--- src/rtl/adex_param_frame_tx.sv ---
`timescale 1ns/1ps
// adex_param_frame_tx
// Sends one 64-bit AdEx parameter set to the neuron tile's nibble-serial
// loader. The frame is: arm (load_mode high, strobe line low), then 18
// load_enable strobes carrying start (0x0), 16 data nibbles (byte 0 first,
// high nibble first), and the 0xF footer. After the frame, load_mode is held
// high so the receiver can commit. A one-cycle done pulse ends the frame.
//
// Parameters
//   STROBE_HIGH  cycles load_enable is high per strobe        (1..255)
//   STROBE_LOW   cycles load_enable is low between strobes    (2..255)
//   HOLD_CYCLES  cycles load_mode stays high after the footer (1..255)
//
// Ports
//   clk          clock
//   rst_n        asynchronous active-low reset; clears every output
//   start        frame request, accepted only while idle
//   params       byte k = params[8k+7:8k]: DeltaT, TauW, a, b, Vreset, VT,
//                Ibias, C for k = 0..7; captured on the accepting cycle
//   busy         high from the cycle after acceptance through the hold phase
//   done         one-cycle completion pulse
//   load_mode    to receiver load_mode  (ui_in[4])
//   load_enable  to receiver load_enable (ui_in[3])
//   nibble_out   to receiver nibble bus (uio_in[3:0])
module adex_param_frame_tx #(
  parameter int unsigned STROBE_HIGH = 2,
  parameter int unsigned STROBE_LOW  = 2,
  parameter int unsigned HOLD_CYCLES = 4
) (
  input  logic        clk,
  input  logic        rst_n,
  input  logic        start,
  input  logic [63:0] params,
  output logic        busy,
  output logic        done,
  output logic        load_mode,
  output logic        load_enable,
  output logic [3:0]  nibble_out
);

  if (STROBE_HIGH < 1 || STROBE_HIGH > 255) begin : g_bad_strobe_high
    $fatal(1, "adex_param_frame_tx: STROBE_HIGH must be in 1..255");
  end
  // A low phase of 2 keeps every rising edge clear of the receiver's
  // one-cycle latch state.
  if (STROBE_LOW < 2 || STROBE_LOW > 255) begin : g_bad_strobe_low
    $fatal(1, "adex_param_frame_tx: STROBE_LOW must be in 2..255");
  end
  if (HOLD_CYCLES < 1 || HOLD_CYCLES > 255) begin : g_bad_hold
    $fatal(1, "adex_param_frame_tx: HOLD_CYCLES must be in 1..255");
  end

  localparam logic [7:0] HIGH_LAST = 8'(STROBE_HIGH - 1);
  localparam logic [7:0] LOW_LAST  = 8'(STROBE_LOW - 1);
  localparam logic [7:0] HOLD_LAST = 8'(HOLD_CYCLES - 1);
  localparam logic [4:0] LAST_STROBE = 5'd17;

  typedef enum logic [2:0] {
    S_IDLE,
    S_ARM,
    S_HIGH,
    S_LOW,
    S_HOLD,
    S_DONE
  } state_t;

  state_t      state;
  logic [7:0]  phase;
  logic [4:0]  strobe;
  logic [63:0] shadow;
  logic [3:0]  next_nibble;

  // Nibble for strobe+1, presented on the falling edge of the current strobe.
  // For strobe s in 0..15 the next strobe carries data nibble s: byte s/2,
  // high nibble when s is even, so the bit offset is {s[3:1], ~s[0], 2'b00}.
  always_comb begin
    next_nibble = '0;
    if (strobe == 5'd16) begin
      next_nibble = 4'hF;
    end else if (strobe < 5'd16) begin
      next_nibble = shadow[{strobe[3:1], ~strobe[0], 2'b00} +: 4];
    end
  end

  always_ff @(posedge clk or negedge rst_n) begin
    if (!rst_n) begin
      state       <= S_IDLE;
      phase       <= '0;
      strobe      <= '0;
      shadow      <= '0;
      busy        <= 1'b0;
      done        <= 1'b0;
      load_mode   <= 1'b0;
      load_enable <= 1'b0;
      nibble_out  <= '0;
    end else begin
      case (state)
        S_IDLE: begin
          if (start && !busy) begin
            shadow      <= params;
            phase       <= '0;
            strobe      <= '0;
            busy        <= 1'b1;
            load_mode   <= 1'b1;
            load_enable <= 1'b0;
            nibble_out  <= '0;
            state       <= S_ARM;
          end
        end

        S_ARM: begin
          if (phase == LOW_LAST) begin
            phase       <= '0;
            strobe      <= '0;
            load_enable <= 1'b1;
            state       <= S_HIGH;
          end else begin
            phase <= phase + 8'd1;
          end
        end

        S_HIGH: begin
          if (phase == HIGH_LAST) begin
            phase       <= '0;
            load_enable <= 1'b0;
            // Footer value stays on the bus through the hold phase.
            if (strobe != LAST_STROBE) begin
              nibble_out <= next_nibble;
            end
            state <= S_LOW;
          end else begin
            phase <= phase + 8'd1;
          end
        end

        S_LOW: begin
          if (phase == LOW_LAST) begin
            phase <= '0;
            if (strobe == LAST_STROBE) begin
              state <= S_HOLD;
            end else begin
              strobe      <= strobe + 5'd1;
              load_enable <= 1'b1;
              state       <= S_HIGH;
            end
          end else begin
            phase <= phase + 8'd1;
          end
        end

        S_HOLD: begin
          if (phase == HOLD_LAST) begin
            phase      <= '0;
            busy       <= 1'b0;
            done       <= 1'b1;
            load_mode  <= 1'b0;
            nibble_out <= '0;
            state      <= S_DONE;
          end else begin
            phase <= phase + 8'd1;
          end
        end

        S_DONE: begin
          done  <= 1'b0;
          state <= S_IDLE;
        end

        default: begin
          state <= S_IDLE;
        end
      endcase
    end
  end

endmodule

--- config.mk ---
export PLATFORM = sky130hd
export DESIGN_NAME = adex_param_frame_tx
export DESIGN_NICKNAME = d
export VERILOG_FILES = /design/src/rtl/adex_param_frame_tx.sv
export SDC_FILE = /design/constraint.sdc
export NUM_CORES = 1
export LEC_CHECK = 0
export ABC_CLOCK_PERIOD_IN_PS = 2410
export CAP_MARGIN = 10
export CORE_ASPECT_RATIO = 0.5
export CORE_MARGIN = 4
export CORE_UTILIZATION = 43
export DETAILED_ROUTE_END_ITERATION = 7
export HOLD_SLACK_MARGIN = 0.06
export PLACE_DENSITY = 0.67
export SYNTH_ARGS = -nofsm -noshare
export SYNTH_HDL_FRONTEND = slang
export SYNTH_SLANG_ARGS = --single-unit
export TNS_END_PERCENT = 50
--- constraint.sdc ---
create_clock -name clk -period 2.41 [get_ports clk]
set_clock_uncertainty 0.1 [all_clocks]
set_input_delay 0.482 -clock clk [delete_from_list [all_inputs] [get_ports clk]]
set_output_delay 0.482 -clock clk [all_outputs]
set_load 0.01 [all_outputs]
### Word-level counts from Yosys, hierarchy flattened

Index checks and enable logic that the tools add are counted.

| storage, ports and cells | value |
|---|---|
| register bits after elaboration | 87 |
| input bits | 67 |
| logic and storage cells | 82 |

| operators by class | value |
|---|---|
| add/sub/neg operators | 2 |
| order comparisons | 1 |
| equal/unequal tests | 17 |
| shifts and indexed selects | 1 |
| multiplexer cells | 34 |
| bitwise operators | 1 |
| reductions and logical operators | 18 |

Operators by type and width:

| operator | number |
|---|---|
| $shiftx A64 B7 Y4 | 1 |
| $mux W4 | 6 |
| $mux W8 | 3 |
| $pmux W8 S3 | 1 |
| $mux W5 | 4 |
| $mux W3 | 6 |
| $pmux W3 S5 | 1 |
| $pmux W5 S3 | 1 |
| $reduce_and A5 Y1 | 3 |
| $ne A2 B2 Y1 const B | 7 |
| $pmux W4 S3 | 1 |
| $eq A5 B5 Y1 const B | 2 |
| $reduce_bool A3 Y1 | 3 |
| $add A8 B1 Y8 const B | 1 |
| $eq A8 B1 Y1 const B | 1 |
| $eq A8 B2 Y1 const B | 1 |
| $mux W1 | 8 |
| $eq A3 B2 Y1 const B | 2 |
| $eq A3 B3 Y1 const B | 2 |
| $reduce_and A2 Y1 | 3 |
| $reduce_and A6 Y1 | 1 |
| $add A5 B1 Y5 const B | 1 |
| $lt A5 B5 Y1 const B | 1 |
| $ne A5 B5 Y1 const B | 1 |
| 11 further kinds | 13 |

### Logic depth before layout (Yosys ltp)

Gate-level depths: netlist of the first run.

| logic depth | value |
|---|---|
| word-level depth | 7 |
| gate-level depth with buffers | 6 |
| gate-level depth less buffers | 6 |

### Worst setup path after synthesis of the first run

OpenSTA, ideal clock, no wires.

| timing | value |
|---|---|
| path kind | flip-flop to flip-flop |
| start point | register phase[1] |
| end point | register strobe[1] |
| setup time | 128 ps |
| arrival time | 1714 ps |
| setup slack | 468 ps |
| stages on the path, launching flop included | 7 |
| path buffers | 0 |
| clock period less this slack | 1942 ps |
| path through | dfrtp_1 > inv_1 > ha_1 > nor3b_2 > nand4_1 > a31oi_4 > mux2_1 |

| on the way | value |
|---|---|
| word-level cells in the longest chain between the ends | 3 |

Ends and longest elaborated chain:

| item | RTL line | RTL |
|---|---|---|
| start: declaration | 68 | `logic [7:0] phase;` |
| start signal: assignment | 118 | `phase <= phase + 8'd1;` |
| start signal: assignment | 132 | `phase <= phase + 8'd1;` |
| start signal: assignment | 147 | `phase <= phase + 8'd1;` |
| $eq A8 B1 Y1 * | 112, 137 |  |
| $ne A2 B2 Y1 (no source line) | - |  |
| $reduce_and A5 Y1 (no source line) * | - |  |
| end signal: assignment | 142 | `strobe <= strobe + 5'd1;` |
| end: declaration | 69 | `logic [4:0] strobe;` |

Every way passes the cells marked *; elsewhere a longest branch is shown, timed or not.
A chain may end at the register's enable or synchronous reset.

### Final worst setup path of the first run

| timing | value |
|---|---|
| start point | register phase[1] |
| end point | register nibble_out[2] |

| on the way | value |
|---|---|
| word-level cells in the longest chain between the ends | 3 |

Ends and longest elaborated chain:

| item | RTL line | RTL |
|---|---|---|
| $eq A8 B1 Y1 or $eq A8 B2 Y1 (tied branches) | 123, 152 |  |
| $ne A2 B2 Y1 (no source line) | - |  |
| $reduce_and A5 Y1 (no source line) * | - |  |
| end signal: assignment | 128 | `nibble_out <= next_nibble;` |
| end: declaration | 38 | `output logic [3:0] nibble_out` |

Marks and branches as above.

==> results.json, run 1 <==
{
  "synth-seq-area-share": 0.495,
  "path_buf_inv": 1,
  "synth_cells": 329,
  "end_kind": "flip-flop",
  "clk_pin_slew_ps": 60,
  "grt_overflow_total": 0,
  "drt_iter0_drc": 191,
  "final_cell_mix": "dfrtp_1, clkdlybuf4s50_1, mux2_2, mux4_2, inv_1",
  "holdCritPathClass": "in -> async",
  "antenna_found_initial": 0,
  "reg2reg_depth": 6,
  "crit_family": "compound AO/OA/AOI/OAI gates",
  "track_usage": 0.171,
  "syn_nets": 400,
  "fin_nets": 481,
  "fin_crit_ps": 2170,
  "synth-compound-area-share": 0.0873,
  "synth_area_um2": 4400,
  "drive_gt1_frac": 0.300,
  "fmax_mhz": 460,
  "drc_errors": 0,
  "layout_setup_ws_ps": 237,
  "cts_tree": "done",
  "die-area_um2": 12000,
  "cts_hold_buf": 0,
  "crit_slowest_cell": "a31oi_1",
  "hold_viol": 0,
  "max-cap-violations": 0,
  "grt_pass1_wl_um": 15900,
  "finalPower_mw": 2.95,
  "yosysTopAreaCell": "dfrtp_1",
  "reg2reg_from": "phase[1]",
  "ant_nets": 0,
  "postCtsSetupBuffers": 0,
  "wl_per_cell_um": 17.8,
  "critPathLaunch": "phase[1]",
  "die_x_um": 151,
  "muxShareOfSynthArea": 0.261,
  "synth-edff-count": 0,
  "syn_area_per_cell_um2": 13.4,
  "yosys_warnings": 0,
  "finalSetupViolCount": 0,
  "synth_fa_ha_area_frac": 0.0114,
  "cts.path.max_buffers": 2,
  "arrival_ps": 2260,
  "grt_pass1_vias": 3099,
  "critical_path_class": "reg -> reg",
  "vias_per_cell": 5.51,
  "clk_latency_ps": 330,
  "htree_levels": 3,
  "area_growth_pct": 28.0,
  "postLayoutCoreUtil": 0.580,
  "synth-simple-area-share": 0.107,
  "synth_xor_area_frac": 0.00199,
  "final_common_cell": "dfrtp_1",
  "die_y_um": 79.5,
  "dp_hpwl_um": 7220,
  "cp-start-kind": "flip-flop",
  "power.leakage_nw": 2.49,
  "port_buffers": 74,
  "cts.sinks": 87,
  "yosys.area.top_type_share": 0.495,
  "grt_max_degree": 46,
  "vias": 3018,
  "p_per_area_nw_per_um2": 524,
  "first_pass_iters": 5,
  "ys_seq_elements": 87,
  "dp_slack_ps": 45.5,
  "synth_top_family_by_area": "multiplexers",
  "crit_fanout": 6,
  "yosys_most_used_dff": "dfrtp_1",
  "routed_wl_um": 9760,
  "ctsResizeCount": 0,
  "timing.final.crit_share": 0.901,
  "status": "complete, no violations",
  "tightest_slew_ps": 745,
  "dpl_cell_area_um2": 5340,
  "numCtsBuffers": 9,
  "slew_violations": 0,
  "initial_core_util": 0.454,
  "core_um2": 9700,
  "slowest_delay_ps": 510,
  "cp.required_ps": 2500,
  "ios": 75,
  "synthTopCellsByArea": "dfrtp_1, mux2_2, mux4_2",
  "ys_types": 57,
  "cts-root-buf": "clkbuf_16",
  "gp_congestion": 0.831,
  "core.rowCount": 25,
  "num_antenna_cells": 0,
  "cp.depth": 6,
  "async_flop_share": 1.00,
  "irDropWorstVdd_v": 0.000381,
  "finalInstanceArea_um2": 5630,
  "slew_headroom": 0.503,
  "rsz0062_at_grt": "false",
  "fin_tns_setup_ps": 0,
  "path_cells": "inv_1 -> ha_1 -> nor3b_2 -> nand4_1 -> a31oi_1 -> o211ai_1"
}
## worst paths after layout
| check | slack (ps) | end |
|---|---|---|
| max reg2reg | 240 | nibble_out[2] |
| max in group asynchronous | 1550 | shadow[40] |
| min in group clk | 380 | shadow[19] |
| min reg2reg | 380 | shadow[19] |
| min | 50 | shadow[23] |
| max | 240 | nibble_out[2] |
## flip-flops by register name, summed over array words and instances, names as in the netlist
register and flops:
state 3, strobe 5, load_enable 1, nibble_out 4, load_mode 1, phase 8, shadow 64, done 1
## cells in the mapped netlist (2+ instances only)
library cell	n
clkbuf_1	2
o21ai_1	3
nor3_1	5
buf_2	4
or3_1	2
nor2_1	11
o21bai_1	3
a22oi_1	7
or2_2	4
o22ai_1	4
and3_1	3
mux2_1	7
mux2_2	63
nand4_1	5
or3b_1	2
nand3_1	7
a31oi_4	2
nand2_1	8
nor4_4	3
o211ai_1	8
buf_4	8
nor2b_1	4
o21ai_0	7
a21oi_1	5
mux4_2	16
ha_1	4
dfrtp_1	87
a31oi_1	2
inv_1	15
## logic make-up (layout without fill, tap and decap cells)
| logic type | Yosys count | count (layout) |
|---|---|---|
| buffers and inverters | 31 | 115 |
| AOI/OAI and AO/OA | 51 | 51 |
| muxes | 86 | 86 |
| adders and majority gates | 4 | 4 |
| and+or+nand+nor | 69 | 69 |
| DFF | 87 | 87 |
| xor gates and xnor gates | 1 | 1 |
## power by group
part	internal, mW	switching (mW)	leakage [nW]
Sequential	1.46	0	1.19
Combinational	0.0977	0.0458	1.17
Clock	0.794	0.550	0.138
Total	2.35	0.596	2.49
## layer usage
metal	track usage	vias to the layer above	routed length [um]
met5	0	-	0
met4	0.0561	0	136
met3	0.0431	11	560
li1	-	1393	-
met1	0.226	1535	4170
met2	0.278	79	4900
## final cells by class
class / instances / area [um2]
Fill cell: 744 / 4070
Clock inverter: 5 / 60.1
Clock buffer: 9 / 225
Sequential cell: 87 / 2180
Timing Repair Buffer: 86 / 878
Inverter: 15 / 56.3
Tap cell: 135 / 169
Multi-Input combinational cell: 211 / 2060
## stage by stage
step           hold WS [ps]  instances
2_1_floorplan          86.4        329
3_3_place_gp            365        534
3_5_place_dp            373        534
4_1_cts                60.1        548
5_1_grt                79.7        548
6_report               50.0        548
Note: power is estimated with default switching activity, not from simulation.
==> run 2: changes to the inputs <==
--- a/config.mk
+++ b/config.mk
@@ -13,6 +13,8 @@
 export DETAILED_ROUTE_END_ITERATION = 7
 export HOLD_SLACK_MARGIN = 0.06
 export PLACE_DENSITY = 0.67
+export REMOVE_ABC_BUFFERS = 1
+export SLEW_MARGIN = 5
 export SYNTH_ARGS = -nofsm -noshare
 export SYNTH_HDL_FRONTEND = slang
 export SYNTH_SLANG_ARGS = --single-unit
==> run 2 against run 1 <==
Net effect: flip-flop and latch count is the same; maximum frequency grew 1.8%; cell count grew 0.73%; total power grew 4.5%; first-iteration DRC count shrank 38%; via count shrank 0.73%; sequential share of layout area shrank 0.38 points; clock power grew 10%; sequential power is essentially flat; core utilization grew 0.58 points; critical path depth is the same; combinational power is essentially flat; largest cell class unchanged.
==> results.json, run 2 (same netlist as run 1, synthesis figures left out) <==
{
  "crit_fanout": 5,
  "worst_hold_slack_ps": 60.6,
  "timing.final.crit_share": 0.886,
  "cp.required_ps": 2560,
  "slew_headroom": 0.621,
  "area_growth_pct": 29.2,
  "rsz0062_at_grt": "false",
  "end_kind": "flip-flop",
  "fin_tns_setup_ps": 0,
  "slowest_delay_ps": 570,
  "hold_viol": 0,
  "core.rowCount": 25,
  "tightest_slew_ps": 569,
  "ios": 75,
  "numCtsBuffers": 9,
  "path_cells": "inv_1 -> ha_1 -> or3b_2 -> nor4_4 -> a22oi_1 -> o211ai_1",
  "reg2reg_depth": 6,
  "reg2reg_from": "phase[1]",
  "routed_wl_um": 9540,
  "grt_pass1_wl_um": 16100,
  "final_common_cell": "dfrtp_1",
  "antenna_found_initial": 0,
  "die-area_um2": 12000,
  "cts.path.max_buffers": 2,
  "holdCritPathClass": "in -> async",
  "drc_errors": 0,
  "finalInstanceArea_um2": 5680,
  "die_x_um": 151,
  "placed_cells": 537,
  "slew_violations": 0,
  "fin_crit_ps": 2130,
  "grt_pass1_vias": 3245,
  "met2_usage": 0.293,
  "dpl_cell_area_um2": 5370,
  "fin_nets": 484,
  "grt_max_degree": 88,
  "max-cap-violations": 0,
  "layout_setup_ws_ps": 275,
  "r2r_slack_ps": 280,
  "final_cell_mix": "dfrtp_1, clkdlybuf4s50_1, mux2_2, mux4_2, inv_1",
  "cts_tree": "done",
  "postCtsSetupBuffers": 0,
  "critical_path_class": "reg -> reg",
  "track_usage": 0.172,
  "fmax_mhz": 468,
  "num_antenna_cells": 0,
  "path_buf_inv": 1,
  "status": "complete, no violations",
  "use_met3": 0.0420,
  "clk_latency_ps": 340,
  "port_buffers": 74,
  "gp_congestion": 0.828,
  "ctsResizeCount": 0,
  "dp_hpwl_um": 7050,
  "largest_reg_flops": 64,
  "finalSetupViolCount": 0,
  "largest-register": "shadow",
  "power.leakage_nw": 2.52,
  "wl_per_cell_um": 17.3,
  "cts_hold_buf": 0,
  "cts.sinks": 87,
  "top_usage_layer": "met2",
  "vias": 2996,
  "gr-usage-met1": 0.219,
  "finalPower_mw": 3.08,
  "first_pass_iters": 4,
  "fin_cells": 552,
  "ant_nets": 0,
  "p_per_area_nw_per_um2": 542,
  "irDropWorstVdd_v": 0.000324,
  "grt_overflow_total": 0,
  "clk_pin_slew_ps": 60,
  "core_um2": 9700,
  "vias_per_cell": 5.43,
  "postLayoutCoreUtil": 0.586,
  "htree_levels": 3,
  "crit_family": "simple AND/OR/NAND/NOR gates",
  "initial_core_util": 0.454,
  "arrival_ps": 2290,
  "drt_iter0_drc": 119,
  "cp-start-kind": "flip-flop",
  "crit_slowest_cell": "or3b_2",
  "drive_gt1_frac": 0.307,
  "die_y_um": 79.5,
  "dp_slack_ps": 64.9,
  "reg_top3": "shadow x64, phase x8, strobe x5",
  "cts-root-buf": "clkbuf_16",
  "reg2reg_to": "nibble_out[1]"
}
[run 2: cell types whose count changed in the layout (fill, tap and decap cells not counted), sizes merged]
cell,before,now
bufinv,1,2
buf,13,16
[run 2: layout make-up]
class                      count  area [um2]
sequential                    87        2180
timing repair buffer          89         901
clock inverter                 6        93.8
clock buffer                   9         225
inverter                      15        56.3
multi-input combinational    211        2060
fill                         780        4010
tap                          135         169
[run 2: worst max path at each step]
stage / from / endpoint / cells after the start
after detailed placement: start / shadow[7] / 6
after global routing: phase[1] / strobe[1] / 6
final: phase[1] / nibble_out[1] / 6
after floorplan: state[0] / shadow[0] / 4
after CTS: phase[1] / nibble_out[2] / 6
after global placement: start / shadow[48] / 6
[run 2: where the power goes]
group / leakage [nW] / internal (mW) / switching [mW]
clock: 0.152 / 0.909 / 0.570
sequential: 1.19 / 1.46 / 0
combinational: 1.19 / 0.0967 / 0.0445
[run 2: routing by layer]
| layer | share of wire | vias up |
|---|---|---|
| met3 | 0.041 | 11 |
| met2 | 0.51 | 59 |
| met1 | 0.44 | 1519 |
| li1 | - | 1407 |
| met4 | 0.011 | 0 |
| met5 | 0 | - |
[run 2: worst register-to-register path: stages (launching register included)]
cell and delay, ps:
dfrtp_1 400, inv_1 80, ha_1 210, or3b_2 570, nor4_4 440, a22oi_1 160
o211ai_1 100
